**src/rtl/mult_acc_pkg.sv**
```systemverilog
// rtl/mult_acc_pkg.sv - shared types and default widths for the product accumulator
package mult_acc_pkg;

    typedef enum logic {
        ACCUM = 1'b0,
        HOLD  = 1'b1
    } state_t;

    localparam int P_WIDTH_DEF   = 32;
    localparam int ACC_WIDTH_DEF = 40;
    localparam int CNT_WIDTH     = 16;

endpackage

```
**src/rtl/mult_acc_stage_if.sv**
```systemverilog
// rtl/mult_acc_stage_if.sv - product input stream and result output stream of the accumulator
interface mult_acc_stage_if
    import mult_acc_pkg::*;
#(
    parameter int P_WIDTH   = P_WIDTH_DEF,
    parameter int ACC_WIDTH = ACC_WIDTH_DEF
);
    logic [P_WIDTH-1:0]   p_in;
    logic                 p_valid;
    logic                 p_ready;
    logic [ACC_WIDTH-1:0] acc_out;
    logic                 acc_valid;
    logic                 acc_ready;

    // master: the surrounding system (product source and result sink)
    modport master (
        output p_in, p_valid, acc_ready,
        input  p_ready, acc_out, acc_valid
    );

    modport slave (
        input  p_in, p_valid, acc_ready,
        output p_ready, acc_out, acc_valid
    );
endinterface

```
**src/rtl/mult_acc_add.sv**
```systemverilog
// rtl/mult_acc_add.sv - accumulator adder; MULT_ACC_SAT_EN selects saturating instead of wrapping
module mult_acc_add
    import mult_acc_pkg::*;
#(
    parameter int P_WIDTH   = P_WIDTH_DEF,
    parameter int ACC_WIDTH = ACC_WIDTH_DEF
) (
    input  logic [ACC_WIDTH-1:0] a,
    input  logic [P_WIDTH-1:0]   b,
    output logic [ACC_WIDTH-1:0] sum,
    output logic                 sat
);
`ifdef MULT_ACC_SAT_EN
    logic [ACC_WIDTH:0] full;

    always_comb begin
        full = {1'b0, a} + {{(ACC_WIDTH + 1 - P_WIDTH){1'b0}}, b};
        sat  = full[ACC_WIDTH];
        sum  = full[ACC_WIDTH] ? {ACC_WIDTH{1'b1}} : full[ACC_WIDTH-1:0];
    end
`else
    always_comb begin
        sum = a + {{(ACC_WIDTH - P_WIDTH){1'b0}}, b};
        sat = 1'b0;
    end
`endif
endmodule

```
**src/rtl/mult_acc_stage.sv**
```systemverilog
// rtl/mult_acc_stage.sv - sums N_TERMS products and presents each total on a valid/ready output
module mult_acc_stage
    import mult_acc_pkg::*;
#(
    parameter int P_WIDTH   = P_WIDTH_DEF,
    parameter int ACC_WIDTH = ACC_WIDTH_DEF,
    parameter int N_TERMS   = 16
) (
    input  logic                 clk,
    input  logic                 rst_n,
    input  logic                 clear,
    mult_acc_stage_if.slave      bus,
    output logic [CNT_WIDTH-1:0] term_cnt,
    output logic                 sat_flag
);
    localparam logic [CNT_WIDTH-1:0] LAST_IDX = CNT_WIDTH'(N_TERMS - 1);

    state_t               state;
    logic [ACC_WIDTH-1:0] acc;
    logic [ACC_WIDTH-1:0] acc_out_r;
    logic                 acc_valid_r;
    logic [ACC_WIDTH-1:0] add_sum;
    logic                 add_sat;
    logic                 p_ready;
    logic                 accept;

    assign p_ready       = (state == ACCUM) && !clear;
    assign accept        = bus.p_valid && p_ready;
    assign bus.p_ready   = p_ready;
    assign bus.acc_out   = acc_out_r;
    assign bus.acc_valid = acc_valid_r;

    mult_acc_add #(
        .P_WIDTH   (P_WIDTH),
        .ACC_WIDTH (ACC_WIDTH)
    ) u_add (
        .a   (acc),
        .b   (bus.p_in),
        .sum (add_sum),
        .sat (add_sat)
    );

    always_ff @(posedge clk or negedge rst_n) begin
        if (!rst_n) begin
            state       <= ACCUM;
            acc         <= '0;
            acc_out_r   <= '0;
            acc_valid_r <= 1'b0;
            term_cnt    <= '0;
            sat_flag    <= 1'b0;
        end else if (clear) begin
            // acc_out deliberately keeps the last completed result
            state       <= ACCUM;
            acc         <= '0;
            acc_valid_r <= 1'b0;
            term_cnt    <= '0;
            sat_flag    <= 1'b0;
        end else begin
            case (state)
                ACCUM: begin
                    if (accept) begin
                        if (add_sat) begin
                            sat_flag <= 1'b1;
                        end
                        if (term_cnt == LAST_IDX) begin
                            acc_out_r   <= add_sum;
                            acc_valid_r <= 1'b1;
                            acc         <= '0;
                            term_cnt    <= '0;
                            state       <= HOLD;
                        end else begin
                            acc      <= add_sum;
                            term_cnt <= term_cnt + 1'b1;
                        end
                    end
                end
                HOLD: begin
                    if (bus.acc_ready) begin
                        acc_valid_r <= 1'b0;
                        state       <= ACCUM;
                    end
                end
                default: state <= ACCUM;
            endcase
        end
    end
endmodule

```
**src/flat_wrapper.sv**
```systemverilog
// flat-port wrapper written by rule: the top's interface ports become plain ports
module mult_acc_stage_flat import mult_acc_pkg::*;
#(
    parameter int P_WIDTH   = P_WIDTH_DEF,
    parameter int ACC_WIDTH = ACC_WIDTH_DEF,
    parameter int N_TERMS   = 16
)
  (clk, rst_n, clear, term_cnt, sat_flag, bus_p_in, bus_p_valid, bus_acc_ready, bus_p_ready, bus_acc_out, bus_acc_valid);
  mult_acc_stage_if #(.P_WIDTH(P_WIDTH), .ACC_WIDTH(ACC_WIDTH)) bus_i ();
  input  logic clk;
  input  logic rst_n;
  input  logic clear;
  output logic [CNT_WIDTH-1:0] term_cnt;
  output logic sat_flag;
  input wire logic [$bits(bus_i.p_in)-1:0] bus_p_in;
  input wire logic [$bits(bus_i.p_valid)-1:0] bus_p_valid;
  input wire logic [$bits(bus_i.acc_ready)-1:0] bus_acc_ready;
  output wire logic [$bits(bus_i.p_ready)-1:0] bus_p_ready;
  output wire logic [$bits(bus_i.acc_out)-1:0] bus_acc_out;
  output wire logic [$bits(bus_i.acc_valid)-1:0] bus_acc_valid;
  assign bus_i.p_in = bus_p_in;
  assign bus_i.p_valid = bus_p_valid;
  assign bus_i.acc_ready = bus_acc_ready;
  assign bus_p_ready = bus_i.p_ready;
  assign bus_acc_out = bus_i.acc_out;
  assign bus_acc_valid = bus_i.acc_valid;
  mult_acc_stage #(.P_WIDTH(P_WIDTH), .ACC_WIDTH(ACC_WIDTH), .N_TERMS(N_TERMS)) u_core (.clk(clk), .rst_n(rst_n), .clear(clear), .bus(bus_i), .term_cnt(term_cnt), .sat_flag(sat_flag));
endmodule
```
**config.mk**
```make
export PLATFORM = sky130hd
export DESIGN_NAME = mult_acc_stage_flat
export DESIGN_NICKNAME = d
export VERILOG_FILES = /design/src/rtl/mult_acc_pkg.sv /design/src/rtl/mult_acc_stage_if.sv /design/src/rtl/mult_acc_add.sv /design/src/rtl/mult_acc_stage.sv /design/src/flat_wrapper.sv
export SDC_FILE = /design/constraint.sdc
export NUM_CORES = 1
export LEC_CHECK = 0
export ABC_AREA = 1
export CORE_MARGIN = 2
export CORE_UTILIZATION = 60
export CTS_CLUSTER_DIAMETER = 30
export DETAILED_ROUTE_END_ITERATION = 12
export HOLD_SLACK_MARGIN = 0.12
export PLACE_DENSITY = 0.95
export SLEW_MARGIN = 20
export SYNTH_ARGS = -nofsm -noshare
export SYNTH_HDL_FRONTEND = slang
export SYNTH_SLANG_ARGS = --single-unit
```
**constraint.sdc**
```tcl
create_clock -name clk -period 3.7 [get_ports clk]
set_input_delay 1.11 -clock clk [delete_from_list [all_inputs] [get_ports clk]]
set_output_delay 1.11 -clock clk [all_outputs]
set_load 0.05 [all_outputs]
```
# [Yosys cells after proc, flatten, opt, wreduce, memory -nomap -nowiden]
# Index checks and enable logic that the tools add are counted.
[op_classes] mux=18 reduce_logical=7 n_addsub=2 bitwise_logic=2 n_eq_ne=5
[ops] operator="2-to-1 mux 40 bit" count=4
[ops] operator="2-to-1 mux 16 bit" count=4
[ops] operator="adder 40 x 32 -> 40 bit" count=1
[ops] operator="adder 16 x 1 -> 16 bit (second input constant)" count=1
[ops] operator="== test 16 x 4 -> 1 bit (second input constant)" count=1
[ops] operator="2-to-1 mux 1 bit" count=8
[ops] operator="inequality test 3 bit (second input constant)" count=2
[ops] operator="one-hot mux 1 bit (2 select lines)" count=2
[ops] operator="AND reduction 4 bit" count=1
[ops] operator="inequality test 3 x 2 -> 1 bit (second input constant)" count=1
[ops] operator="AND reduction 3 bit" count=1
[ops] operator="logical AND 1 bit" count=2
[ops] operator="inequality test 2 bit (second input constant)" count=1
[ops] operator="NOT 1 bit" count=2
[ops] operator="AND reduction 2 bit" count=1
[ops] operator="nonzero test 2 bit" count=1
[ops] operator="logical NOT 1 bit" count=1
[totals] register_bits=98 elab_cells=39 out_inout_bits=59

# [Longest topological paths before layout]
# Gate-level depths: netlist (run 1).
[depth] word_depth=6 depth_mapped=15 depth_no_buf=15

# [By module]
# A second synthesis (run 1) with hierarchy kept.
[hier_totals] cells_unflattened=1040 area_unflattened_um2=7125.6
[by_module_without_submodules] module="mult_acc_stage" seq_area_each_um2=2477.4 instances=1 area_each_um2=4292.9 cells_each=459
[by_module_without_submodules] module="mult_acc_add" seq_area_each_um2=0.0 instances=1 area_each_um2=2832.7 cells_each=581

# [Worst setup path before layout (run 1)]
# Ideal clock, no wire load.
[synth_path] path_kind="input port to output port" startpoint="in clear" endpoint="out bus_p_ready" stages=3 path_slack_ps=959 path_buffers=0 arrival_ps=1631 required_time_ps=2590 cell_sequence="inv_1 -> nand2_1 -> inv_1"
[synth_via] elab_chain_len=2
[synth_rtl] item="from (decl)" line="flat_wrapper.sv:12" text="input logic clear;"
[synth_rtl] item="logical NOT 1 bit" line="mult_acc_stage.sv:27" text="assign p_ready = (state == ACCUM) && !clear;"
[synth_rtl] item="logical AND 1 bit" line="mult_acc_stage.sv:27"
[synth_rtl] item="to (decl)" line="flat_wrapper.sv:18" text="output wire logic [$bits(bus_i.p_ready)-1:0] bus_p_ready;"
# No other way between the ends.

# [Worst setup path after layout (run 1)]
# Same ends and word-level chain as after synthesis.

==> metrics.cfg, run 1 <==
[outcome]
status=finished, final reports clean

[cts]
cts_hold_buf=0
clk_latency_ns=0.35
root_buffer=clkbuf_16
cts_buffers=9
ctsResizeCount=0
postCtsSetupBuffers=0
h-tree-depth=3
clk_pin_slew_ns=0.07
clockBufferDepth=2
tritoncts=built
clock-sinks=98

[synth]
synth-simple-area-share=0.3844
synth_edf_count=0
synth.distinct_cells=39
syn_nets=1066
muxShareOfSynthArea=0
async_flop_share=1.000
synth-seq-area-share=0.3630
synth_area_um2=6756
synth_cells=995
yosys.area_share.adder=0.06407
synth_area_per_cell_um2=6.790
yosys_warnings=0
synth_area_leaders=dfrtp_1 (36%), nand2_1 (20%), inv_1 (7.7%)
synth_top_family_by_area=simple AND/OR/NAND/NOR gates
synth-compound-area-share=0.06685
ys.flop_type=dfrtp_1
synth-xor-area-share=0.02463
synth_top_area_share=0.3630
ys_ff_latch=98
synth_area_leader_cell=dfrtp_1

[min_path]
whs_path_depth=2
holdPathEnd=u_core.bus.acc_out[11]
min_from=u_core.bus.acc_out[11]
hold_path_class=flip-flop to flip-flop

[place]
hpwl_um=13370
io_buffers=94
dp_cells=1216
place.gp.congestion=0.9934

[pwr]
p_seq_frac=0.390
p_leak_nw=4.335
peakVddDrop_v=0.0003323
switching_share=0.3654
p_switching_mw=1.111
power_density_nw_per_um2=376.4
internal_power_mw=1.929
power.share.combinational=0.324
pwr-share-clk=0.286

[worst_setup_path]
slowest_delay_ns=0.42
timing.rr.end=u_core.bus.acc_out[32]
crit_arrival_ns=2.06
cp_max_fo=3
ff2ff_setup_slack_ns=1.50
cp_cell_sequence=clkdlybuf4s50_1, inv_1, nand2_1, inv_1, buf_12
critPathBufInv=4
path_class=input port to primary output
cpMostUsedCell=inv_1
r2r_start=u_core.acc[0]
worstPathRequired_ns=2.59
crit_path_end_kind=primary output
critPathLaunchType=input port
cp_top_family=buffers and inverters
critPathSlowestCell=clkdlybuf4s50_1
reg2reg_depth=15

[floorplan]
io_pins=96
die-area_um2=12130
coreArea_um2=10940
fp.dieW_um=110.1
row_count=38
start_util=0.6178
die-height_um=110.1

[sta]
setup_viol=0
tightest_slew_ns=0.5869
fin_tns_setup_ns=0
period_minus_slack_ns=3.165
skew_ns=0.009788
max_freq_mhz=315.9
maxSlewViolCount=0
final.period_utilization=0.8555
hold_violations=0
rsz0062_at_grt=no
slew-limit-headroom=0.6087

[finish]
finalNonFillerCells=1232
mostFrequentLayoutCell=nand2_1
diodes=0
layout_common_cells=nand2_1 (364), inv_1 (138), dfrtp_1 (98)
post-route-util=0.7386
drive_above_1_share=0.05952
nets=1158
syn2layout_area_growth_pct=19.54

[detailed_routing]
drc=0
dr.pass1.iters=5
ant_nets=0
vias_per_cell=5.366
vias=6611
drtIter0Drc=441
avgRoutedWirePerCell_um=14.56
wl_um=17940

[global_route]
grt_first_pass_wirelength_um=29570
antenna_found_initial=0
grt_pass1_vias=6433
grt_overflow=0
grt_max_degree=55
grtUsageTotal=0.3123

[flow_run]
maxCapViolCount=0

-- cells by family after synthesis --
group | after synthesis
AND/OR/NAND/NOR | 596
buffers and inverters | 161
flip-flops | 98
AO/OA/AOI/OAI | 86
adder cells (fa/ha/maj) | 34
XOR/XNOR | 19
other | 1
-- layer usage --
layer / track usage / share of wire / up-vias
met5: 0 / 0 / -
met4: 0.09107 / 0.017 / 0
met3: 0.04527 / 0.061 / 25
met2: 0.5324 / 0.48 / 206
met1: 0.4141 / 0.44 / 3083
li1: - / - / 3297
-- sequential cells by signal, indices dropped and copies added, names as in the netlist --
signal and flops:
u_core.bus.acc_out 40, u_core.term_cnt 16, u_core.acc 40, u_core.state 1, u_core.bus.acc_valid 1
-- worst max-delay path by stage --
stage | start | to | slack (ns) | depth (start not counted)
after floorplan | clear | bus_p_ready | 0.96 | 3
after global placement | bus_p_in[0] | u_core.bus.acc_out[32] | 0.38 | 16
after detailed placement | bus_p_in[0] | u_core.bus.acc_out[32] | 0.27 | 16
after CTS | clear | bus_p_ready | 0.53 | 5
after global routing | bus_p_in[0] | u_core.acc[32] | 0.45 | 16
final | clear | bus_p_ready | 0.53 | 5
-- worst reg2reg max path: stages (launching register included) --
cell and delay, ns:
dfrtp_1 0.36, ha_1 0.20, inv_1 0.07, fa_1 0.41
inv_1 0.11, nand3_1 0.07, nand3_1 0.13, nand2_1 0.07
nand2_1 0.12, nand2_1 0.07, nand2_1 0.12, nand2_1 0.10
nand2_1 0.07, nand2_1 0.06, nand3_1 0.09, nand2_1 0.05
-- synthesized netlist by cell type, drive strengths merged, types with 2 or more instances --
library cell and instances:
nand2 380, inv 144, dfrtp 98, nor2 92, nand3 83, o21ai 46
a21oi 33, ha 33, nand3b 14, nor3 14, buf 13, xnor2 11
xor2 8, clkbuf 4, nor4 4, nand4 3, or2 3, a21o 2
-- cell type report --
| cell class | count | area (µm²) |
|---|---|---|
| clock buffers | 12 | 236.5 |
| repair buffers | 98 | 991.0 |
| well taps | 140 | 175.2 |
| fillers | 907 | 2859 |
| inverters | 144 | 540.5 |
| flip-flops and latches | 98 | 2452 |
| clock inverters | 4 | 28.78 |
| multi-input cells | 736 | 3652 |
-- power by group through the flow --
stage | Sequential (mW) | Clock, mW | Combinational (mW)
after floorplan | 1.23 | 0 | 0.660
after global placement | 1.20 | 0 | 0.943
after detailed placement | 1.20 | 0 | 0.961
after CTS | 1.18 | 0.880 | 0.971
after global routing | 1.19 | 0.927 | 1.10
final | 1.19 | 0.870 | 0.984
-- per-stage QoR --
step / total power, mW / instance area [µm²] / hold slack, ns / setup slack, ns
after global placement: 2.143 / 7811 / 0.4632 / 0.3848
after floorplan: 1.885 / 6756 / 0.4531 / 0.9585
after global routing: 3.216 / 8077 / 0.5045 / 0.4454
after CTS: 3.036 / 8077 / 0.4884 / 0.5324
final: 3.040 / 8077 / 0.4842 / 0.5347
after detailed placement: 2.164 / 7811 / 0.4646 / 0.2698
Power figures use the tool's default switching activity.
==> run 2, diff against run 1 <==
Settings changed: SETUP_SLACK_MARGIN set to 0.02.
==> results of run 2 <==
No change in the layout: final DEF, timing and power equal those of run 1.
==> run 3, diff against run 2 <==
Settings changed: ABC_AREA 1 to unset, DONT_BUFFER_PORTS set to 1, PLACE_DENSITY 0.95 to 0.85.
==> metrics.cfg, run 3 <==
[outcome]
status=finished, final reports clean

[sta]
period_minus_slack_ns=3.455
hold_violations=0
hold_ws_ns=0.4168
rsz0062_at_grt=no
skew_ns=0.01589
slew-limit-headroom=0.4708
tightest_slew_ns=0.7914
fin_tns_setup_ns=0
setup_viol=0
max_freq_mhz=289.4
final.period_utilization=0.9338
maxSlewViolCount=0

[synth]
synth_top_area_share=0.4161
ys_ff_latch=98
yosysMostFrequentCell=dfrtp_1
synth_area_leader_cell=dfrtp_1
synth_edf_count=0
netlist_top_cells_count=dfrtp_1 (98), nand2_1 (83), a21oi_1 (45)
synth_area_per_cell_um2=9.384
async_flop_share=1.000
yosys_warnings=0
synth.distinct_cells=57
syn_nets=699
ys.flop_type=dfrtp_1
synth_cells=628
synth-seq-area-share=0.4161
synth_area_leaders=dfrtp_1 (42%), ha_1 (7.0%), nand2_1 (5.3%)
synth_area_um2=5893

[worst_setup_path]
path_class=input port to flip-flop
reg2reg_depth=13
critPathLaunchType=input port
timing.rr.end=u_core.bus.acc_out[34]
cp_cell_sequence=ha_1, inv_1, fa_1, nor2b_1, o211ai_2, a21boi_1, or3_4, a211oi_4, o31ai_2, a221oi_4, buf_4, nor3_1, o31a_1
crit_path_end_kind=flip-flop
ff2ff_setup_slack_ns=0.58
critPathSlowestCell=a221oi_4
crit_arrival_ns=3.72
r2r_start=u_core.acc[0]
worstPathRequired_ns=3.97
cp_max_fo=11
slowest_delay_ns=0.51

[cts]
ctsResizeCount=0
cts_hold_buf=0
clockBufferDepth=2
clock-sinks=98
clk_latency_ns=0.39
h-tree-depth=3
root_buffer=clkbuf_8
postCtsSetupBuffers=0
tritoncts=built
clk_pin_slew_ns=0.09
cts_buffers=9

[floorplan]
coreArea_um2=9639
fp.dieW_um=103.1
start_util=0.6114
die-height_um=103.1
row_count=36
io_pins=96
die-area_um2=10630

[finish]
layout_common_cells=dfrtp_1 (98), nand2_1 (83), a21oi_1 (44)
finalNonFillerCells=779
nets=713
diodes=0
mostFrequentLayoutCell=dfrtp_1
syn2layout_area_growth_pct=8.981
final_area_um2=6422
post-route-util=0.6663
drive_above_1_share=0.1331

[detailed_routing]
avgRoutedWirePerCell_um=18.19
dr.pass1.iters=7
drtIter0Drc=284
ant_nets=0
vias_per_cell=6.239
wl_um=14170
vias=4860
drc=0

[place]
hpwl_um=10270
dp_cells=764
place.gp.congestion=0.9816
io_buffers=0
placed_area_um2=6206

[flow_run]
maxCapViolCount=0

[global_route]
grt_max_degree=99
grt_first_pass_wirelength_um=23180
antenna_found_initial=0
grtUsageTotal=0.2789
grt_pass1_vias=4777
grt_overflow=0

[pwr]
power_density_nw_per_um2=446.0
peakVddDrop_v=0.0002106
p_leak_nw=3.140

[min_path]
hold_path_class=input port to async pin

-- run 3: changes by cell type in the layout (fill, tap and decap cells not counted), moves of 30 or more --
cell / before / now
a22o_1: 1 / 31
buf_4: 4 / 36
nor2_1: 81 / 34
clkdlybuf4s50_1: 92 / 0
nand2_1: 364 / 83
nand3_1: 74 / 17
inv_1: 138 / 16
-- run 3: cell type report --
cell class	count	area (µm²)
inverter	16	60.06
tap	133	166.4
multi-input combinational	481	3257
fill	782	3217
sequential	98	2452
timing repair buffer	36	270.3
clock inverter	5	78.83
clock buffer	10	137.6
-- run 3: how the worst max path moves through the flow --
| stage | cells after the start | end | startpoint | slack [ns] |
|---|---|---|---|---|
| 2_1_floorplan | 13 | u_core.bus.acc_out[34] | bus_p_in[0] | 0.12 |
| 3_3_place_gp | 13 | u_core.bus.acc_out[34] | bus_p_in[0] | -0.08 |
| 3_5_place_dp | 13 | u_core.bus.acc_out[34] | bus_p_in[0] | -0.17 |
| 4_1_cts | 13 | u_core.bus.acc_out[34] | bus_p_in[0] | 0.23 |
| 5_1_grt | 13 | u_core.bus.acc_out[34] | bus_p_in[0] | 0.06 |
| 6_report | 13 | u_core.bus.acc_out[34] | bus_p_in[0] | 0.24 |
-- run 3: cells by family after synthesis --
group / after synthesis / synth area share
flops: 98 / 0.4161
compound gates: 184 / 0.2168
buf+inv: 49 / 0.03397
xor+xnor: 40 / 0.05945
fa+ha+maj: 34 / 0.07346
simple gates: 203 / 0.1635
other cells: 1 / 0.0006363
mux: 19 / 0.03609
-- run 3: metrics by stage --
stage                     total power [mW]  setup slack [ns]
after global routing                 3.015           0.06133
after floorplan                      1.853            0.1154
after global placement               2.054          -0.07736
after CTS                            2.864            0.2305
final                                2.865            0.2449
after detailed placement             2.097           -0.1729
-- run 3: per-layer routing --
layer | global-route usage | vias to the layer above | share of wire
met5 | 0 | - | 0
met4 | 0.1053 | 0 | 0.019
met3 | 0.05763 | 24 | 0.073
met2 | 0.4585 | 172 | 0.49
met1 | 0.3644 | 2360 | 0.42
li1 | - | 2304 | -
-- run 3: worst max-delay path, delay by kind of cell --
kind | cells | cell delay (ns)
AND/OR/NAND/NOR | 3 | 0.51
adder cells (fa/ha/maj) | 2 | 0.40
AO/OA/AOI/OAI | 6 | 1.40
buffers and inverters | 2 | 0.29
-- run 3: report_power, final --
group,internal [mW],leakage [nW],switching [mW]
sequential,1.13,1.35,0.0515
clock,0.394,0.112,0.371
combinational,0.398,1.68,0.517
total,1.93,3.14,0.939
